**config.mk**
```make
export PLATFORM = sky130hd
export DESIGN_NAME = fetch_unit
export DESIGN_NICKNAME = d
export VERILOG_FILES = /design/src/rtl/fetch_unit.sv
export SDC_FILE = /design/constraint.sdc
export NUM_CORES = 1
export LEC_CHECK = 0
export CAP_MARGIN = 20
export CORE_ASPECT_RATIO = 1.4
export CORE_MARGIN = 3
export CORE_UTILIZATION = 42
export DETAILED_ROUTE_END_ITERATION = 10
export PLACE_DENSITY = 0.89
export RECOVER_POWER = 25
export SLEW_MARGIN = 20
export SYNTH_ARGS = -nofsm -noshare
export SYNTH_HDL_FRONTEND = slang
export SYNTH_SLANG_ARGS = --single-unit
```
**constraint.sdc**
```tcl
create_clock -name clk -period 3.4 [get_ports clk]
set_input_delay 0.68 -clock clk [delete_from_list [all_inputs] [get_ports clk]]
set_output_delay 0.68 -clock clk [all_outputs]
set_load 0.005 [all_outputs]
```
**src/rtl/fetch_unit.sv**
```systemverilog
// Instruction fetch: PC register, IM request/ack handshake, instruction hold, next-PC select.
// Fetch waits on im_ack for as long as memory needs; 2 cycles/instr minimum.
module fetch_unit #(
  parameter logic [31:0] PC_RESET = 32'h0000_3000
) (
  input  logic        clk,
  input  logic        rst_n,
  output logic        im_req,
  output logic [31:0] im_addr,
  input  logic        im_ack,
  input  logic [31:0] im_rdata,
  output logic [31:0] instr,
  output logic [5:0]  opcode,
  output logic [5:0]  funct,
  output logic        instr_valid,
  output logic [31:0] pc,
  output logic [31:0] pc_plus4,
  input  logic        commit,
  input  logic [1:0]  NPCSel,
  input  logic [31:0] reg_target,
  output logic        halted,
  output logic [31:0] retired
);

  typedef enum logic [1:0] {IDLE, REQ, EXEC, HALT} state_t;

  state_t      state;
  state_t      state_nxt;
  logic [31:0] npc;
  logic        take_ack;
  logic        take_commit;

  assign opcode   = instr[31:26];
  assign funct    = instr[5:0];
  assign pc_plus4 = pc + 32'd4;
  assign im_addr  = pc;

  assign take_ack    = (state == REQ)  && im_ack;
  assign take_commit = (state == EXEC) && commit;

  always_comb begin
    npc = pc_plus4;
    case (NPCSel)
      2'b00: npc = pc_plus4;
      2'b01: npc = pc_plus4 + {{14{instr[15]}}, instr[15:0], 2'b00};
      2'b10: npc = {pc_plus4[31:28], instr[25:0], 2'b00};
      2'b11: npc = reg_target;
      default: npc = pc_plus4;
    endcase
  end

  always_comb begin
    state_nxt = state;
    case (state)
      IDLE: state_nxt = REQ;
      REQ:  if (im_ack) state_nxt = EXEC;
      EXEC: if (commit) state_nxt = (npc[1:0] != 2'b00) ? HALT : REQ;
      HALT: state_nxt = HALT;
      default: state_nxt = IDLE;
    endcase
  end

  // Status outputs are flopped from the next state so they come straight off registers.
  always_ff @(posedge clk or negedge rst_n) begin
    if (!rst_n) begin
      state       <= IDLE;
      im_req      <= 1'b0;
      instr_valid <= 1'b0;
      halted      <= 1'b0;
    end else begin
      state       <= state_nxt;
      im_req      <= (state_nxt == REQ);
      instr_valid <= (state_nxt == EXEC);
      halted      <= (state_nxt == HALT);
    end
  end

  // On a misaligned target pc still takes npc so the faulting address is visible.
  always_ff @(posedge clk or negedge rst_n) begin
    if (!rst_n) begin
      pc      <= PC_RESET;
      instr   <= 32'd0;
      retired <= 32'd0;
    end else begin
      if (take_ack) begin
        instr <= im_rdata;
      end
      if (take_commit) begin
        pc      <= npc;
        retired <= retired + 32'd1;
      end
    end
  end

endmodule

```
# Word level (Yosys, flattened, before mapping)
# Index checks and enable logic that the tools add are counted.
totals:
  wordCells: 29
  input_bits: 70
  ff_bits: 101
  output_inout_bits: 175
op_classes:
  reduce_logical: 5
  mux: 5
  addsub: 3
  n_eq_ne: 9
ops:
  columns: ["operator", "n"]
  rows:
  - ["32-bit one-hot mux with 4 select lines", 1]
  - ["32-bit by 1-bit adder with 32-bit output (second input constant)", 1]
  - ["32-bit by 3-bit adder with 32-bit output (second input constant)", 1]
  - ["32-bit adder", 1]
  - ["2-bit equality test (second input constant)", 6]
  - ["2-bit one-hot mux with 4 select lines", 1]
  - ["2-bit by 1-bit equality test with 1-bit output (second input constant)", 3]
  - ["2-bit two-way mux", 3]
  - ["2-bit logical NOT", 2]
  - ["1-bit logical AND", 2]
  - ["2-bit nonzero test", 1]

# Logic depth before layout (Yosys ltp)
# Gate-level depths: netlist (run 1).
depth:
  ltp_word: 8
  ltp_mapped: 16
  mapped_depth_nobuf: 16

# Worst setup path before layout (run 1)
# Ideal clock, no wire load.
synth_path:
  path_type: "reg2reg"
  start: "register pc[12], in the netlist im_addr[12]"
  end: "register pc[30], in the netlist im_addr[30]"
  synth_period_minus_slack_ps: 3541
  required_ps: 3308
  arrival_time_ps: 3449
  slack_ps: -141
  path_stages_with_launch: 15
  setup_ps: 92
  path_buffers: 0
  cell_sequence: "dfstp_2 > and4_4 > nand4_4 > or2_4 > nor2_1 > xor2_1 > ha_1 > a21oi_1 > o21ai_1 > a21oi_1 > nor2b_1 > or4_1 > o22a_1 > a41o_1 > o31ai_2"
synth_via:
  elab_chain_len: 3
synth_lines:
  columns: ["element", "line_no", "rtl"]
  rows:
  - ["start: declaration", "16", "output logic [31:0] pc,"]
  - ["start signal: assignment", "89", "pc <= npc;"]
  - ["32-bit by 3-bit adder with 32-bit output", "35", "assign pc_plus4 = pc + 32'd4;"]
  - ["via pc_plus4[21]", "17", "output logic [31:0] pc_plus4,"]
  - ["32-bit adder", "45", "2'b01: npc = pc_plus4 + {{14{instr[15]}}, instr[15:0], 2'b00};"]
  - ["32-bit one-hot mux with 4 select lines", "43", "case (NPCSel)"]
# The timed path passes the listed nets, and every way through them passes these cells.
# A chain may end at the register's enable or synchronous reset.

# Worst setup path in the final report (run 1)
layout_path:
  start: "register pc[3], in the netlist im_addr[3]"
  end: "register pc[22], in the netlist im_addr[22]"
layout_via:
  elab_chain_len: 3
layout_lines:
  columns: ["element", "line_no"]
  rows:
  - ["32-bit by 3-bit adder with 32-bit output *", "35"]
  - ["32-bit adder", "45"]
  - ["32-bit one-hot mux with 4 select lines *", "43"]
# Mark *: on every way between the ends. The rest lies on a longest branch, timed or not.

==> results of run 1 <==
-- cells in the mapped netlist (5+ instances only) --
cell type | count | area [um^2]
and2_1 | 5 | 31.28
and4_1 | 5 | 43.79
o22ai_1 | 7 | 43.79
nand4_1 | 13 | 81.33
clkbuf_1 | 14 | 52.55
mux2_2 | 34 | 382.9
nand2_1 | 76 | 285.3
buf_4 | 46 | 345.3
mux4_2 | 10 | 225.2
nor3_1 | 9 | 45.04
buf_1 | 6 | 22.52
nor2_1 | 44 | 165.2
a31oi_1 | 5 | 31.28
a21o_1 | 6 | 45.04
dfrtp_1 | 99 | 2477
xnor2_1 | 52 | 455.4
a21oi_1 | 50 | 250.2
mux2i_1 | 16 | 160.2
ha_1 | 35 | 437.9
o21ai_0 | 26 | 130.1
inv_1 | 19 | 71.32
nand3_1 | 28 | 140.1
xor2_1 | 30 | 262.8
and3_1 | 13 | 81.33
o21ai_1 | 9 | 45.04
nor2b_1 | 8 | 50.05
-- final cells by class --
class / instances / share of cell area [%]
multi-input cells: 559 / 41.55
inverters: 19 / 0.6449
clock buffers: 9 / 2.037
clock inverters: 7 / 0.8260
well taps: 232 / 2.625
flip-flops and latches: 101 / 22.88
repair buffers: 352 / 29.44
-- worst max-delay path by stage --
| stage | slack, ps | endpoint | from | cells after the start |
|---|---|---|---|---|
| 3_5_place_dp | -130 | im_addr[21]$_DFFE_PN0P_ | im_addr[2]$_DFFE_PN0P_ | 15 |
| 2_1_floorplan | 4 | im_addr[30]$_DFFE_PN0P_ | im_addr[12]$_DFFE_PN1P_ | 14 |
| 4_1_cts | 4 | im_addr[22]$_DFFE_PN0P_ | im_addr[5]$_DFFE_PN0P_ | 13 |
| 5_1_grt | -250 | im_addr[22]$_DFFE_PN0P_ | im_addr[3]$_DFFE_PN0P_ | 16 |
| 3_3_place_gp | -50 | im_addr[19]$_DFFE_PN0P_ | im_addr[2]$_DFFE_PN0P_ | 14 |
| 6_report | -30 | im_addr[22]$_DFFE_PN0P_ | im_addr[3]$_DFFE_PN0P_ | 16 |
-- worst register-to-register path: stages, from the launching register on --
cell	delay, ps
dfrtp_1	390
ha_2	210
nand2_2	100
nor2_4	120
and3_4	190
buf_4	130
xor2_1	230
ha_1	310
buf_4	170
o21ai_0	250
nand2b_1	140
and3_1	230
o21ai_4	80
o21bai_1	100
xor2_1	150
a2111oi_1	390
a311oi_1	90
-- layer usage --
layer,vias up,routed length (um),global-route usage [%]
met4,0,1189,12.73
li1,3213,-,-
met1,3496,9024,29.50
met5,-,0,0
met2,355,12760,43.84
met3,88,1810,5.772
-- power groups by stage --
stage / Clock (mW) / Sequential (mW) / Combinational (mW)
3_3_place_gp: 0 / 2.06 / 6.63
2_1_floorplan: 0 / 2.15 / 3.69
6_report: 1.12 / 2.10 / 7.58
5_1_grt: 1.19 / 2.15 / 8.16
4_1_cts: 1.14 / 2.07 / 7.02
3_5_place_dp: 0 / 2.09 / 6.76
-- kinds of logic (layout without fill, tap and decap cells) --
logic type      count (synthesis)  in the layout
fa+ha+maj                      36             36
flops                         101            101
buf+inv                        92            387
xor+xnor                       84             84
mux                            61             61
compound gates                151            151
simple gates                  227            227
-- flip-flops by register name (all words and copies together), names as in the netlist --
signal / cells
instr: 32
retired: 32
instr_valid: 1
im_req: 1
im_addr: 32
halted: 1
state: 2
-- through the flow --
stage                     utilization, %  worst slack (ps)  instance area, um^2  total power [mW]
after detailed placement           60.50            -131.5                10220             8.849
after floorplan                        -             3.554                 7291             5.834
final                              65.49            -25.17                11060             10.79
after global routing               65.49            -249.3                11060             11.50
after CTS                          63.58             4.377                10740             10.23
after global placement             60.50            -45.81                10220             8.689
-- what timing repair did --
item                       4_1_cts  5_1_grt
buffers inserted                11        8
gates resized for setup         29       56
pin swaps                       16       28
setup endpoints to repair       15       19
==> results.txt, run 1 <==
The internal portion of total power is between 6 and 7 mW. The site row count came out at 56. The clock skew after layout came out at roughly 13 ps.

The clock share of power is around a tenth. The compound-cell area share of the yosys netlist came out at between 10% and 20%. Dividing total power by cell area gives a power density of roughly 1000 nW/um^2. The worst vdd rail ir drop came out at about 0.42 mV. The adder-cell area share of the yosys netlist came out at ~6.3%.

The switching part of the total power is between 40% and 50%. The footprint of the flip-flops and latches is roughly 2500 um^2. The setup slack after layout is -25.17 ps. Among all flip-flop cells after synthesis, the most frequent one is dfrtp_1. The most frequent standard cell in the layout excluding fill and tap cells is clkdlybuf4s50_1.

The synthesis-to-finish area growth came out at 52.33%. The xor/xnor cell area share of the yosys netlist is about a tenth. The clock tree from TritonCTS is done. The clock transition at the register clock pins on the worst setup and hold paths after CTS is around 80 ps.

The net count of the finished layout is around 1,100. The combinational share of power is ~70%. The final cell count without fillers is between 1,000 and 1,500.

The number of port buffers came out at approximately 240. The count of final setup violators came out at 1. The worst hold path begins at retired[31]$_DFFE_PN0P_.

The accumulated negative setup slack came out at -25.17 ps. The number of cells on the worst reg-to-reg path is 16. The buffers plus inverters on the worst setup path is 2. The fraction of synthesis flops using an asynchronous set or reset pin came out at 100.0%.

In this run the tightest slew margin relative to its limit is -34.85%. The initial standard-cell utilization of the core is between 40 and 50%. The portion of the clock cycle consumed by the worst path in the final layout came out at 100.7%. The layout has about 1,300 filler cells.

The worst setup path is launched from a flip-flop. In this run the count of I/O pins placed on the die edge is between 200 and 250. The sum of routed wire length over all layers came out at 24,780 um. The instance count of the mapped netlist came out at roughly 750. At the pin with the least slew margin, the transition time is 2023 ps. By area, the combinational part of the netlist is dominated by simple AND/OR/NAND/NOR gates. The slack of the worst reg-to-reg path came out at -30 ps. The mapped netlist covers 7259 um^2. The horizontal die dimension is between 100 and 150 um. The total of warnings raised by yosys came out at 0. The detailed-route wire length per cell came out at between 15 and 20 um.

The ratio of cells with drive above 1 in the final layout is between 20% and 30%. The smallest clock period supported by the final layout is computed as 3425 ps. Setup repair after global routing could not meet its margin everywhere.

The H-tree depth is 3. The half-perimeter wire length after detailed placement came out at ~18,000 um. The count of distinct cell types in the synthesized netlist came out at 82. The total number of vias is roughly 7,000. Of the synthesized area, sequential elements account for between 30% and 40%.

The largest net degree at the start of global routing came out at between 70 and 80. The simple-gate share of the synthesized area is 16.29%. The critical path is of the flip-flop to flip-flop type. The flow ran to the end, but the final reports show violations.

The synthesized area per cell is about 9.7 um^2. The register bit total from synthesis is 101. For this design, the CTS-stage hold fixing added 0 buffers. The proportion of synthesized area in mux cells is between 10% and 20%. The worst register-to-register path ends at im_addr[22]$_DFFE_PN0P_.

The kind of path behind the tightest hold check is flip-flop to flip-flop. The number of max-cap violations is 1. The post-synth net total came out at between 800 and 900. The clock reaches the later pin of the worst-skew pair after roughly 360 ps. The number of nets still failing antenna checks after routing is 0. The CTS buffer count came out at 9. The worst min-delay path endpoint is retired[31]$_DFFE_PN0P_. The worst register-to-register path begins at im_addr[3]$_DFFE_PN0P_. In the layout the commonest cells are clkdlybuf4s50_1 (233), buf_4 (102), dfrtp_1 (99). The hold violation count in the final report came out at 0.

The number of sinks driven by the clock tree is between 100 and 150. The worst setup path is captured at a flip-flop. The remaining routing DRC violations is 0. The critical-path maximum fanout came out at 4.

The overall track demand over capacity in global routing is between 20% and 30%. The first global-routing pass estimated 37,660 um of wire. The placer congestion estimate is around 0.94. The delay contributed by the slowest stage of the critical path came out at 390 ps.

The sequential share of power is 19.4%. The detailed router's first-iteration violation count came out at 563. The area occupied by multi-input gates came out at ~4600 um^2. The core footprint is around 17,000 um^2. In this run the clock root is driven by a clkbuf_16. The slowest stage of the critical path belongs to the cell dfrtp_1. The total leakage power came out at about 4.8 nW. The number of antenna violations at the first check in global routing came out at 0. The critical path's top delay family is compound AO/OA/AOI/OAI gates. The synthesized design contains 0 enable-type register cells.

The cell depth of the worst min-delay path came out at 1. The total die area is ~19,000 um^2. The chip height came out at 161.6 um. The number of pins with negative max-slew slack in the final report came out at a little under 80.

The total inserted antenna cells came out at 0. The highest achievable clock rate is 0.2920 GHz. The final reports fail on max-capacitance violations, max-slew violations, negative setup slack. The required time of the worst setup path is about 3600 ps. The number of vias per cell came out at 5.592. The smallest hold slack came out at 479.7 ps. The via count of the first global-routing pass came out at approximately 7,300. The maximum root-to-sink buffer count came out at 2. The arrival time at the worst endpoint is approximately 3700 ps. The first-pass detailed-route iteration total came out at 5. The signal on the critical path passes through ha_2, nand2_2, nor2_4, and3_4, buf_4, xor2_1, ha_1, buf_4, o21ai_0, nand2b_1, and3_1, o21ai_4, o21bai_1, xor2_1, a2111oi_1, a311oi_1. Once placement completed, the tool counted placed cells totaling 1,245. For this design the total switching power over the nets is roughly 4.4 mW.

The sum of overflow across all layers after global routing is 0.
Power figures use the tool's default switching activity.
==> inputs of run 2 (changes only) <==
--- a/config.mk
+++ b/config.mk
@@ -12,6 +12,7 @@
 export DETAILED_ROUTE_END_ITERATION = 10
 export PLACE_DENSITY = 0.89
 export RECOVER_POWER = 25
+export REMOVE_ABC_BUFFERS = 1
 export SLEW_MARGIN = 20
 export SYNTH_ARGS = -nofsm -noshare
 export SYNTH_HDL_FRONTEND = slang
==> run 2 against run 1 <==
Net effect:
- the flow still finishes with violations (max-capacitance violations, max-slew violations, negative setup slack)
- count of clock-buffer cells in the layout unchanged
- die area unchanged
- register-to-register slack about the same
- sequential power about the same
- routed wire length down 1.2%
- hold slack better by 6.7 ps
- critical endpoint is now im_addr[30]$_DFFE_PN0P_
- largest cell class unchanged
==> results.txt, run 2 (same netlist as run 1, synthesis figures left out) <==
The ratio of cells with drive above 1 in the final layout is 26.13% (+0.82 points). The number of antenna violations at the first check in global routing is 0 (unchanged). The highest achievable clock rate is 0.2932 GHz (+0.44%). The placer congestion estimate is 0.9157 (-3.0%). The count of final setup violators was 1 (unchanged).

The core footprint came out at 16,890 um^2 (unchanged). The H-tree depth came to 3 (unchanged). The final design area excluding fillers is 11,100 um^2 (+0.38%). The critical-path maximum fanout is 3 (-1). The largest net degree at the start of global routing is 72 (-8.9%). The number of vias per cell came out at 5.433 (-2.8%). The kind of end point of the critical path is a flip-flop. The hold violation count in the final report is 0 (unchanged). The area growth from synthesis to layout is 52.91%. The number of sinks driven by the clock tree came out at 101 (unchanged). The type of origin of the critical path is a flip-flop.

The site row count is 56 (unchanged). The first-pass detailed-route iteration total came out at 5 (unchanged). The remaining routing DRC violations was 0 (unchanged).

The arrival time at the worst endpoint is 3680 ps (+30 ps). The worst setup slack before clock tree synthesis came to -173.4 ps (-41.85 ps). The worst slew margin relative to its limit was -17.66% (+17 points). The via count of the first global-routing pass is 7,389 (+1.6%). The required time of the worst setup path is 3670 ps (+40 ps). The net count of the finished layout came out at 1,161 (+1.1%).

TritonCTS built the clock tree. The checks that failed: max-capacitance violations, max-slew violations, negative setup slack. The number of pins with negative max-slew slack in the final report came out at 32 (-59%). The I/O pin count came out at 245 (unchanged).

The CTS buffer count came out at 9 (unchanged). The number of max-cap violations came out at 1 (unchanged). The total inserted antenna cells was 0 (unchanged).

The overall track demand over capacity in global routing came out at 25.32% (-0.27 points). The worst vdd rail ir drop came out at 0.3974 mV (-4.7%). The sum of overflow across all layers after global routing came to 0 (unchanged). The chip height is 161.6 um (unchanged).

The half-perimeter wire length after detailed placement came out at 18,270 um (-0.11%). The clock insertion delay at the later pin of the skew report came to 360 ps (about the same). The most frequent standard cell in the layout excluding fill and tap cells is clkdlybuf4s50_1. The startpoint-to-endpoint class of the critical path is flip-flop to flip-flop.

The detailed-route wire length per cell came to 18.95 um (-2.2%). The number of port buffers came out at 244 (unchanged). The clock period minus worst slack is 3410 ps (-14.88 ps). The transition time at the pin with the least slew margin is 1765 ps (-257.8 ps). The clock skew after layout came out at 10.00 ps (-2.669 ps). The global-route wire length before repair is 37,420 um (-0.64%). The flow ran to the end, but the final reports show violations. The library cells used most frequently in the layout, excluding fill and tap cells, are clkdlybuf4s50_1 (234), buf_4 (115), dfrtp_1 (98). The overall power after layout came out at 10.88 mW (+0.80%).

The final cell count without fillers came out at 1,292 (+1.0%). The maximum root-to-sink buffer count is 2 (unchanged). The total number of vias was 7,020 (-1.8%). The instance area at placement came out at 10,240 um^2 (+0.21%).

The number of nets still failing antenna checks after routing came out at 0 (unchanged). The clock transition at the register clock pins on the worst setup and hold paths after CTS is 80 ps (about the same). The detailed router's first-iteration violation count came out at 472 (-16%). The buffer cell driving the clock tree root is clkbuf_16. The portion of the clock cycle consumed by the worst path in the final layout came out at 100.3% (-0.44 points). The sum of routed wire length over all layers came out at 24,480 um (-1.2%). The total power density per cell area is 980.0 nW/um^2 (+0.41%). The total leakage power is 4.862 nW (+0.98%). The initial standard-cell utilization of the core came to 42.99% (unchanged). Setup repair after global routing could not meet its margin everywhere. The horizontal die dimension is 117.1 um (unchanged).

The placed cell count is 1,252 (+0.56%). The kind of path behind the tightest hold check is flip-flop to flip-flop. The total die area was 18,920 um^2 (unchanged). The setup slack after layout is -10.29 ps (+14.88 ps).
[run 2: worst paths after layout]
kind / from / end / slack (ps) / cells past startpoint
worst max-delay path: im_addr[12]$_DFFE_PN1P_ / im_addr[30]$_DFFE_PN0P_ / -10 / 14
worst min-delay path: retired[31]$_DFFE_PN0P_ / retired[31]$_DFFE_PN0P_ / 490 / 1
worst max register to register: im_addr[12]$_DFFE_PN1P_ / im_addr[30]$_DFFE_PN0P_ / -10 / 14
max in group asynchronous: rst_n / im_addr[2]$_DFFE_PN0P_ / 610 / 2
worst min register to register: retired[31]$_DFFE_PN0P_ / retired[31]$_DFFE_PN0P_ / 490 / 1
min in group asynchronous: rst_n / im_addr[1]$_DFFE_PN0P_ / 790 / 1
[run 2: timing repair]
action,in CTS,in global routing
resized for setup,48,37
endpoints found under the setup margin,16,19
hold buffers,0,0
setup buffers,17,8
pin swaps,33,24
[run 2: area by class of cell]
cell class	instances	area, um^2
inverter	19	71.32
fill	1284	5786
multi-input combinational	559	4526
sequential	101	2531
clock buffer	9	225.2
clock inverter	7	105.1
timing repair buffer	365	3352
tap	232	290.3
[run 2: routing by layer]
metal  share of wire (%)  wire length, um  vias up  track usage [%]
met4                 4.6             1115        0            12.00
li1                    -                -     3224                -
met3                 6.6             1614       85            6.447
met2                  52            12680      297            43.99
met5                   0                0        -                0
met1                  37             9073     3414            28.41
[run 2: metrics by stage]
step / hold slack [ps] / utilization (%) / setup TNS, ps
global route: 510.0 / 65.74 / -1264
floorplan: 384.4 / - / -231.1
detailed placement: 473.4 / 60.63 / -848.6
finish: 486.4 / 65.74 / -10.29
CTS: 269.7 / 64.40 / -160.6
global placement: 463.6 / 60.63 / -217.0
[run 2: worst max-delay path: stages, from the launching register on]
cell	delay, ps
dfstp_2	540
and4_4	260
nand4_4	80
buf_6	140
or3_4	380
buf_4	160
inv_2	60
nand2_2	60
xnor2_2	160
buf_4	150
ha_1	190
or4_1	510
o22a_1	220
a41o_1	200
o31ai_2	210
[run 2: power by group]
group	internal [mW]	total (mW)	switching, mW
clock network	0.658	1.18	0.522
logic	4.27	7.62	3.35
registers	1.62	2.08	0.460
==> patch: new RTL, settings of run 1 <==
Reset style: synchronous (`rst_n`), changed in 2 clocked blocks.
--- a/src/rtl/fetch_unit.sv
+++ b/src/rtl/fetch_unit.sv
@@ -61,7 +61,7 @@
   end
 
   // Status outputs are flopped from the next state so they come straight off registers.
-  always_ff @(posedge clk or negedge rst_n) begin
+  always_ff @(posedge clk) begin
     if (!rst_n) begin
       state       <= IDLE;
       im_req      <= 1'b0;
@@ -76,7 +76,7 @@
   end
 
   // On a misaligned target pc still takes npc so the faulting address is visible.
-  always_ff @(posedge clk or negedge rst_n) begin
+  always_ff @(posedge clk) begin
     if (!rst_n) begin
       pc      <= PC_RESET;
       instr   <= 32'd0;
Behaviour: differs if rst_n is asserted again (counterexample within 4 cycles, from zero or initial values and one cycle with rst_n low); with rst_n held inactive, the same outputs for 10 cycles.
==> patch against run 1 <==
The run ends with setup timing left. Largest cell class unchanged. Area after synthesis down 0.93%. Wire length up 14%. Cell area up 2.8%. Die area down 0.89%. Sequential cell count unchanged. Setup slack worse by 0.065 ns.
Power is left out: it rests on default switching activity, and per cell area and clock period it moved more than threefold.
==> patch: results (changes against run 1) <==
Status
Status: complete, but fails checks (unchanged). Violations in the final reports: setup timing (was capacitance limit, slew limit, setup timing).

Clocking
The clock root buffer master is sky130_fd_sc_hd__clkbuf_16 (unchanged). The maximum level of the CTS H-tree is 3 (unchanged).

Setup path
The origin of the critical flop-to-flop path is im_addr[3] (unchanged). The data arrival time of the critical path is 3.74 ns (was 3.65 ns). The path depth of the worst reg2reg path came to 13 (was 16). The largest fanout of any net on the critical path is 4 (unchanged).

The termination of the worst setup path is im_addr[23] (was im_addr[22]). The flop-to-flop setup slack is -0.09 ns (was -0.03 ns).

STA
The tightest hold margin was 0.476 ns (was 0.480 ns). The clock skew after layout came to 0.0122 ns (was 0.0127 ns). The final worst setup slack came to -0.0900 ns (was -0.0252 ns). The number of setup violations in the final report was 6 (was 1). The pin slew with the least headroom to its limit is 1.18 ns (was 2.02 ns).

Synth
The number of nets produced by synthesis is 1009 (was 858). Top post-synthesis cells by area: sky130_fd_sc_hd__dfxtp_1, sky130_fd_sc_hd__nand2_1, sky130_fd_sc_hd__a21oi_1 (was sky130_fd_sc_hd__dfrtp_1, sky130_fd_sc_hd__xnor2_1, sky130_fd_sc_hd__ha_1). The count of unique library cells instantiated by Yosys is 72 (was 82).

The async set-reset flop share out of synthesis came to 0% (was 100%). Most frequent cells after synthesis: sky130_fd_sc_hd__nand2_1, sky130_fd_sc_hd__dfxtp_1, sky130_fd_sc_hd__a21oi_1 (was sky130_fd_sc_hd__dfrtp_1, sky130_fd_sc_hd__nand2_1, sky130_fd_sc_hd__xnor2_1). The sequential-to-total area share from yosys stat is 28.1% (was 34.9%).

Place
The placed wire-length estimate is 20.6 mm (was 18.3 mm). The routability congestion estimate from global placement is 1.03 (was 0.944).

Final layout
The count of nets after finishing was 1327 (was 1148). The number of fillers in the final layout was 1252 (was 1256). The share of final-layout standard cells stronger than drive strength 1 is 23.2% (was 25.3%).

Route
The number of nets with antenna violations after routing was 0 (unchanged). The average detailed-routed wire length per instance is 19.8 um (was 19.4 um). The number of vias in the routed layout is 8228 (was 7152). The number of DRC markers in iteration 0 was 987 (was 563).

Worst hold path
The hold path depth was 2 (was 1). The end of the worst hold path was instr[26] (was retired[31]). The critical hold path startpoint is instr[26] (was retired[31]).

Global route
The number of global-route vias before repair is 7944 (was 7272). The met3 global-route usage is 4.45% (was 5.77%). The global routing met2 resource utilization is 49.4% (was 43.8%).

The global-route wire length before repair came to 41.7 mm (was 37.7 mm). The overall fraction of global-route tracks in use is 28.3% (was 25.6%). The maximum number of pins on one net before global-route repair is 36 (was 79). The global routing met1 resource utilization was 33.9% (was 29.5%).
==> patch: changes by cell type after synthesis, sizes merged, moves of 8 or more <==
cell / before / now
clkbuf: 19 / 35
a21oi: 52 / 90
mux2: 35 / 2
xnor2: 52 / 42
and3: 14 / 22
nor2: 46 / 86
dfxtp: 0 / 101
nand2: 78 / 135
dfrtp: 99 / 0
==> patch: worst max-delay path: stages, from the launching register on <==
cell and delay, ns:
sky130_fd_sc_hd__dfxtp_4 0.38, sky130_fd_sc_hd__ha_4 0.15, sky130_fd_sc_hd__nand3_4 0.10, sky130_fd_sc_hd__nor4_4 0.38, sky130_fd_sc_hd__buf_4 0.22, sky130_fd_sc_hd__xor2_2 0.20, sky130_fd_sc_hd__ha_1 0.28, sky130_fd_sc_hd__a21o_1 0.22
sky130_fd_sc_hd__a31o_2 0.27, sky130_fd_sc_hd__a211oi_2 0.22, sky130_fd_sc_hd__o21ai_1 0.13, sky130_fd_sc_hd__xor2_1 0.17, sky130_fd_sc_hd__mux4_2 0.46, sky130_fd_sc_hd__a22o_1 0.18
==> patch: through the flow <==
| step | cells | worst slack (ns) | util, % | instance area (sq um) | setup TNS, ns |
|---|---|---|---|---|---|
| after global placement | 1384 | 0.0155 | 61.6 | 10300 | 0 |
| after detailed placement | 1384 | -0.0633 | 61.6 | 10300 | -0.164 |
| after floorplan | 905 | 0.00866 | - | 7230 | 0 |
| after global routing | 1431 | -0.262 | 67.9 | 11400 | -1.64 |
| final | 1431 | -0.0900 | 67.9 | 11400 | -0.397 |
| after CTS | 1411 | -0.0393 | 64.4 | 10800 | -0.147 |
==> patch: cell families after synthesis <==
kind of cell             count (synthesis)  share of synthesized area, %
AND/OR/NAND/NOR                        344                          23.2
buffers and inverters                  109                          8.21
AO/OA/AOI/OAI                          208                          18.2
adder cells (fa/ha/maj)                 34                          6.02
flip-flops                             101                          28.1
XOR/XNOR                                77                          9.38
multiplexers                            32                          6.92
==> patch: layout make-up <==
cell class              count  area, sq um  share of cell area (%)
clock inverters             7         83.8                   0.737
repair buffers            396         3610                    31.7
well taps                 203          254                    2.23
clock buffers               9          225                    1.98
multi-input cells         695         5080                    44.7
flip-flops and latches    101         2040                    18.0
inverters                  20         75.1                   0.660
==> patch: what timing repair did <==
action / in CTS / in global routing
gates resized for setup: 18 / 96
pin swaps: 9 / 48
buffers inserted: 11 / 22
endpoints found under the setup margin: 16 / 27
==> patch: routing by layer <==
metal	routed length, um	up-vias
met2	14300	444
met4	1390	0
met1	10600	3890
li1	-	3780
met3	1990	114
met5	0	-
